### src/rtl/ahb_slave_mem.sv
// ----------------------------------------------------------------------------
// ahb_slave_mem
//
// An AHB-Lite style slave that fronts a small byte-wide local memory.
// It handles single NONSEQ transfers with pipelined address and data phases.
// Each data phase lasts WAIT_STATES+1 cycles: there are WAIT_STATES cycles
// with HREADY low, then one DATA cycle with HREADY high.
//
// Parameters
//   MEM_DEPTH   : number of byte locations (power of two, 2..65536)
//   WAIT_STATES : HREADY-low cycles inserted per data phase (0..7)
//
// Ports
//   HCLK       in   bus clock, all state changes on the rising edge
//   HRESETn    in   synchronous active-low reset
//   HADDR      in   [20:0] byte address, sampled in the address phase
//   HWRITE     in   1 = write, 0 = read, sampled in the address phase
//   HTRANS     in   [1:0] 2'b00 IDLE, 2'b10 NONSEQ, others illegal
//   HWDATA     in   [7:0] write data, valid in the data phase
//   HRDATA     out  [7:0] read data, valid in a read DATA cycle, held otherwise
//   HREADY     out  1 = data phase completes / address accepted this cycle
//   err_sticky out  latched on illegal HTRANS or out-of-range address
// ----------------------------------------------------------------------------
module ahb_slave_mem #(
  parameter int MEM_DEPTH   = 256,
  parameter int WAIT_STATES = 0
) (
  input  logic        HCLK,
  input  logic        HRESETn,
  input  logic [20:0] HADDR,
  input  logic        HWRITE,
  input  logic [1:0]  HTRANS,
  input  logic [7:0]  HWDATA,
  output logic [7:0]  HRDATA,
  output logic        HREADY,
  output logic        err_sticky
);

  localparam int          AW            = (MEM_DEPTH > 1) ? $clog2(MEM_DEPTH) : 1;
  localparam logic [2:0]  WS_LOAD       = 3'(WAIT_STATES);
  localparam bit          HAS_WAIT      = (WAIT_STATES != 0);
  localparam logic [20:0] DEPTH_LIM     = 21'(MEM_DEPTH);
  localparam logic [1:0]  HTRANS_IDLE   = 2'b00;
  localparam logic [1:0]  HTRANS_NONSEQ = 2'b10;

  typedef enum logic [1:0] {
    ST_IDLE = 2'b00,
    ST_WAIT = 2'b01,
    ST_DATA = 2'b10
  } state_t;

  state_t          state_r;
  logic [2:0]      wait_cnt_r;
  logic [AW-1:0]   addr_r;
  logic            write_r;
  logic            in_range_r;
  logic            hready_r;
  logic [7:0]      hrdata_r;
  logic            err_r;

  logic [7:0]      mem_r [MEM_DEPTH];

  logic            accept_s;
  logic            illegal_s;
  logic            req_in_range_s;
  logic [AW-1:0]   req_idx_s;
  logic            commit_s;
  logic            fwd_s;
  logic [7:0]      rd_data_s;

  assign HREADY     = hready_r;
  assign HRDATA     = hrdata_r;
  assign err_sticky = err_r;

  // Decode the address phase and prepare zero-wait read data.
  always_comb begin
    accept_s       = 1'b0;
    illegal_s      = 1'b0;
    req_in_range_s = (HADDR < DEPTH_LIM);
    req_idx_s      = HADDR[AW-1:0];
    // A write data phase completes on any edge where the slave sits in DATA.
    commit_s       = (state_r == ST_DATA) && write_r && in_range_r;
    // A read that hits the byte being written on this same edge must see the new byte.
    fwd_s          = commit_s && (addr_r == req_idx_s);
    rd_data_s      = 8'h00;
    if (hready_r) begin
      accept_s  = (HTRANS == HTRANS_NONSEQ);
      illegal_s = (HTRANS != HTRANS_NONSEQ) && (HTRANS != HTRANS_IDLE);
    end else begin
      accept_s  = 1'b0;
      illegal_s = 1'b0;
    end
    if (!req_in_range_s) begin
      rd_data_s = 8'h00;
    end else if (fwd_s) begin
      rd_data_s = HWDATA;
    end else begin
      rd_data_s = mem_r[req_idx_s];
    end
  end

  // Transfer FSM together with its registered bus outputs and error flag.
  always_ff @(posedge HCLK) begin
    if (!HRESETn) begin
      state_r    <= ST_IDLE;
      wait_cnt_r <= 3'd0;
      addr_r     <= '0;
      write_r    <= 1'b0;
      in_range_r <= 1'b0;
      hready_r   <= 1'b1;
      hrdata_r   <= 8'h00;
      err_r      <= 1'b0;
    end else begin
      if (illegal_s || (accept_s && !req_in_range_s)) begin
        err_r <= 1'b1;
      end
      case (state_r)
        ST_IDLE, ST_DATA: begin
          if (accept_s) begin
            addr_r     <= req_idx_s;
            write_r    <= HWRITE;
            in_range_r <= req_in_range_s;
            if (HAS_WAIT) begin
              state_r    <= ST_WAIT;
              wait_cnt_r <= WS_LOAD;
              hready_r   <= 1'b0;
            end else begin
              state_r    <= ST_DATA;
              wait_cnt_r <= 3'd0;
              hready_r   <= 1'b1;
              if (!HWRITE) begin
                hrdata_r <= rd_data_s;
              end
            end
          end else begin
            state_r    <= ST_IDLE;
            wait_cnt_r <= 3'd0;
            hready_r   <= 1'b1;
          end
        end
        ST_WAIT: begin
          // The counter is loaded with WAIT_STATES, so the last wait cycle is seen at 1.
          if (wait_cnt_r <= 3'd1) begin
            state_r    <= ST_DATA;
            wait_cnt_r <= 3'd0;
            hready_r   <= 1'b1;
            if (!write_r) begin
              hrdata_r <= in_range_r ? mem_r[addr_r] : 8'h00;
            end
          end else begin
            wait_cnt_r <= wait_cnt_r - 3'd1;
            hready_r   <= 1'b0;
          end
        end
        default: begin
          state_r    <= ST_IDLE;
          wait_cnt_r <= 3'd0;
          hready_r   <= 1'b1;
        end
      endcase
    end
  end

  // Memory write port. Reset blocks the write, and the array itself is never cleared.
  always_ff @(posedge HCLK) begin
    if (HRESETn && commit_s) begin
      mem_r[addr_r] <= HWDATA;
    end
  end

endmodule

### config.mk
export PLATFORM = sky130hd
export DESIGN_NAME = ahb_slave_mem
export DESIGN_NICKNAME = d
export VERILOG_FILES = /design/src/rtl/ahb_slave_mem.sv
export SDC_FILE = /design/constraint.sdc
export NUM_CORES = 2
export LEC_CHECK = 0
export ABC_AREA = 1
export CAP_MARGIN = 20
export CORE_ASPECT_RATIO = 1.4
export CORE_UTILIZATION = 40
export CTS_BUF_LIST = sky130_fd_sc_hd__clkbuf_8
export CTS_CLUSTER_SIZE = 25
export DETAILED_ROUTE_END_ITERATION = 8
export PLACE_DENSITY = 0.58
export SKIP_CTS_REPAIR_TIMING = 1
export SKIP_LAST_GASP = 1
export SLEW_MARGIN = 20
export SYNTH_ARGS = -nofsm -noshare
export SYNTH_HDL_FRONTEND = slang
export SYNTH_SLANG_ARGS = --single-unit
export TNS_END_PERCENT = 5
### constraint.sdc
create_clock -name HCLK -period 4.3 [get_ports HCLK]
set_input_delay 0.43 -clock HCLK [delete_from_list [all_inputs] [get_ports HCLK]]
set_output_delay 0.43 -clock HCLK [all_outputs]
set_load 0.01 [all_outputs]
==> summary.txt <==
Outcome
  – Outcome: finished clean

Synthesis
  – Area leader, netlist: edfxtp_1
  – Dominant cells by area after synthesis: edfxtp_1, nand3_1, nand2_1
  – Syn_nets: 7145
  – Post-Synthesis Cells: 7111
  – Mapped cell area: 84020 um^2
  – Synthesis Warnings: 0
  – Post-synth top area share: 73.20%
  – Unique masters post-synth: 25
  – Register area share after synthesis: 73.67%
  – Syn Area/Cell: 11.82 um^2
  – Seq cells post-synth: 2068

Pwr
  – Power Density: 420.5 nW/um^2
  – Switch share: 23.93%
  – Overall power: 0.03904 W
  – Internal: 0.02970 W
  – Max VDD drop: 0.2361 mV
  – Clock power share: 36.7%
  – Sw power: 0.009340 W
  – Leakage Power: 32.19 nW
  – Comb pwr share: 6.5%
  – Sequential Power Share: 56.8%

Critical path
  – Worst R2R Path Depth: 6
  – WP buf/inv: 3
  – CP Capture Type: register
  – Reg2Reg Setup Slack: 1110 ps
  – CP Capture Point: mem_r[158][3]
  – Crit path from: HRESETn
  – WP depth: 7
  – Crit path largest cell delay: 800 ps
  – Crit-path cells: clkdlybuf4s50_1, inv_1, nor2_2, inv_1, nor3_1, nand2_1, nor2_1
  – Arrival @ worst endpoint: 3790 ps
  – Family with the most delay on the worst path: simple AND/OR/NAND/NOR gates
  – Critical-path maximum fanout: 16
  – Crit-path slowest cell: nor2_1
  – Setup CP Type: input port to register
  – Worst Path Required: 4840 ps
  – Startpoint Class: input port
  – R2r endpoint: mem_r[158][3]
  – Critical Path Most Common Cell: inv_1
  – Reg2Reg Launch Point: write_r

Place
  – Routability cong.: 0.8820
  – Dpl cells: 9648
  – Final HPWL DP: 134100 um
  – I/O Buffers: 42

STA
  – Normalized max-slew margin: 21.91%
  – Hold Vio Cnt, Final: 0
  – Final setup viols: 0
  – Min cycle time layout: 3254 ps
  – FMAX: 0.3073 GHz
  – Fin Clk Skew: 47.31 ps
  – Unrepaired setup endpoints after global routing: no
  – Fin crit share: 75.68%
  – Setup TNS Final: 0 ps
  – Final Slew Violations: 0
  – Worst slew pin tran: 1170 ps

Min path
  – Hold Path Class: input port to register

Routing
  – WL/cell: 23.32 um
  – Vias: 55070
  – ANT nets after route: 0
  – Drt first-iter violations: 5617
  – DR pass1 iterations: 5
  – Drt total wl: 237000 um
  – Via density: 5.419
  – DRC viols: 0

Clock tree
  – CTS sink count: 2068
  – CTS tree: done
  – CTS root buffer: clkbuf_8
  – Skew-Pair Late Insertion Delay: 920 ps
  – CTS Buffer Depth: 4
  – H-tree levels: 5
  – Worst-path clk slew: 60 ps
  – Num CTS Buffers: 303

Global route
  – Antenna violations before repair: 10
  – Vias in the first global route: 53590
  – First-pass GRT wire length: 348800 um
  – Largest net degree at the start of global routing: 202
  – GR Util All Layers: 22.01%
  – Overflow after GRT: 0

Finish
  – Final std cells w/o fill: 10160
  – Commonest non-fill, non-tap cells in the layout: nand2_1, edfxtp_1, nand3_1
  – Util after Layout: 44.55%
  – Commonest non-fill, non-tap cell in the layout: nand2_1
  – Share of cells above drive strength 1: 7.746%
  – Final Net Count: 7188
  – Area delta synth->final: 10.48%

Floorplan
  – Core Box Area: 208300 um^2
  – DIE WIDTH: 389.3 um
  – # IOs: 44
  – Num rows: 198
  – Starting density of the core: 40.33%
  – Die Span Y: 544.3 um
  – Die area: 211900 um^2

Flow run
  – Max_cap viols: 0
area by class of cell:
cell class / count / area, um^2
Clock buffer: 307 / 4225
Timing Repair Buffer: 229 / 2360
Clock inverter: 203 / 1018
Tap cell: 2800 / 3503
Inverter: 46 / 206.4
Antenna cell: 4 / 10.01
Fill cell: 18940 / 115500
Sequential cell: 2068 / 61900
Multi-Input combinational cell: 4506 / 19600
worst min-delay path by stage:
stage	from	end	slack [ps]	cells past startpoint
finish	HWDATA[5]	mem_r[154][5]	6	1
global route	HWDATA[5]	mem_r[154][5]	10	1
CTS	HWDATA[3]	mem_r[118][3]	-40	1
detailed placement	write_r	write_r	490	2
global placement	write_r	write_r	480	2
floorplan	write_r	write_r	450	2
synth_stat cells, drive strengths merged:
library cell and instances:
clkbuf 132, buf 359, dfxtp 20, nor4 1, nor3b 1, xnor2 1, or4 2, xor2 1
nor3 12, inv 44, a21oi 8, conb 1, o21ai 18, nand2 2125, edfxtp 2048, nor2 281
nand3 2046, nand4 8, clkinv 2, or2 1
through the flow:
stage,setup slack (ps),cell area (um^2),hold WS (ps)
finish,1046,92830,5.674
floorplan,2081,84020,454.4
global route,975.7,92820,14.92
CTS,1155,92810,-44.17
global placement,268.7,87560,480.4
detailed placement,234.1,87560,488.1
registers in the layout, indices dropped and copies added, names as in the netlist:
signal / count
in_range_r: 1
mem_r: 2048
err_sticky: 1
HRDATA: 8
state_r: 1
addr_r: 8
write_r: 1
cells by family (layout without fill, tap and decap cells):
family / Yosys count / count (layout) / share of synthesized area (%)
buffers and inverters: 537 / 785 / 3.033
other: 1 / 5 / 0.004463
and+or+nand+nor: 4477 / 4477 / 23.11
DFF: 2068 / 2068 / 73.67
AOI/OAI and AO/OA: 26 / 26 / 0.1549
xor gates and xnor gates: 2 / 2 / 0.02085
power by group through the flow:
stage	Combinational, W	Clock (W)	Sequential (W)
final	0.00254	0.0143	0.0222
after detailed placement	0.00253	0	0.0226
after global routing	0.00273	0.0154	0.0221
after CTS	0.00254	0.0146	0.0222
after global placement	0.00251	0	0.0226
after floorplan	0.00135	0	0.0226
metal layers:
| layer | share of wire, % | up-vias | global-route usage, % |
|---|---|---|---|
| li1 | - | 25320 | - |
| met1 | 40 | 27160 | 28.01 |
| met2 | 49 | 2098 | 37.11 |
| met3 | 6.8 | 491 | 3.177 |
| met4 | 4.7 | 4 | 10.26 |
| met5 | 0.0097 | - | 0 |
(Power assumes the default switching activity.)
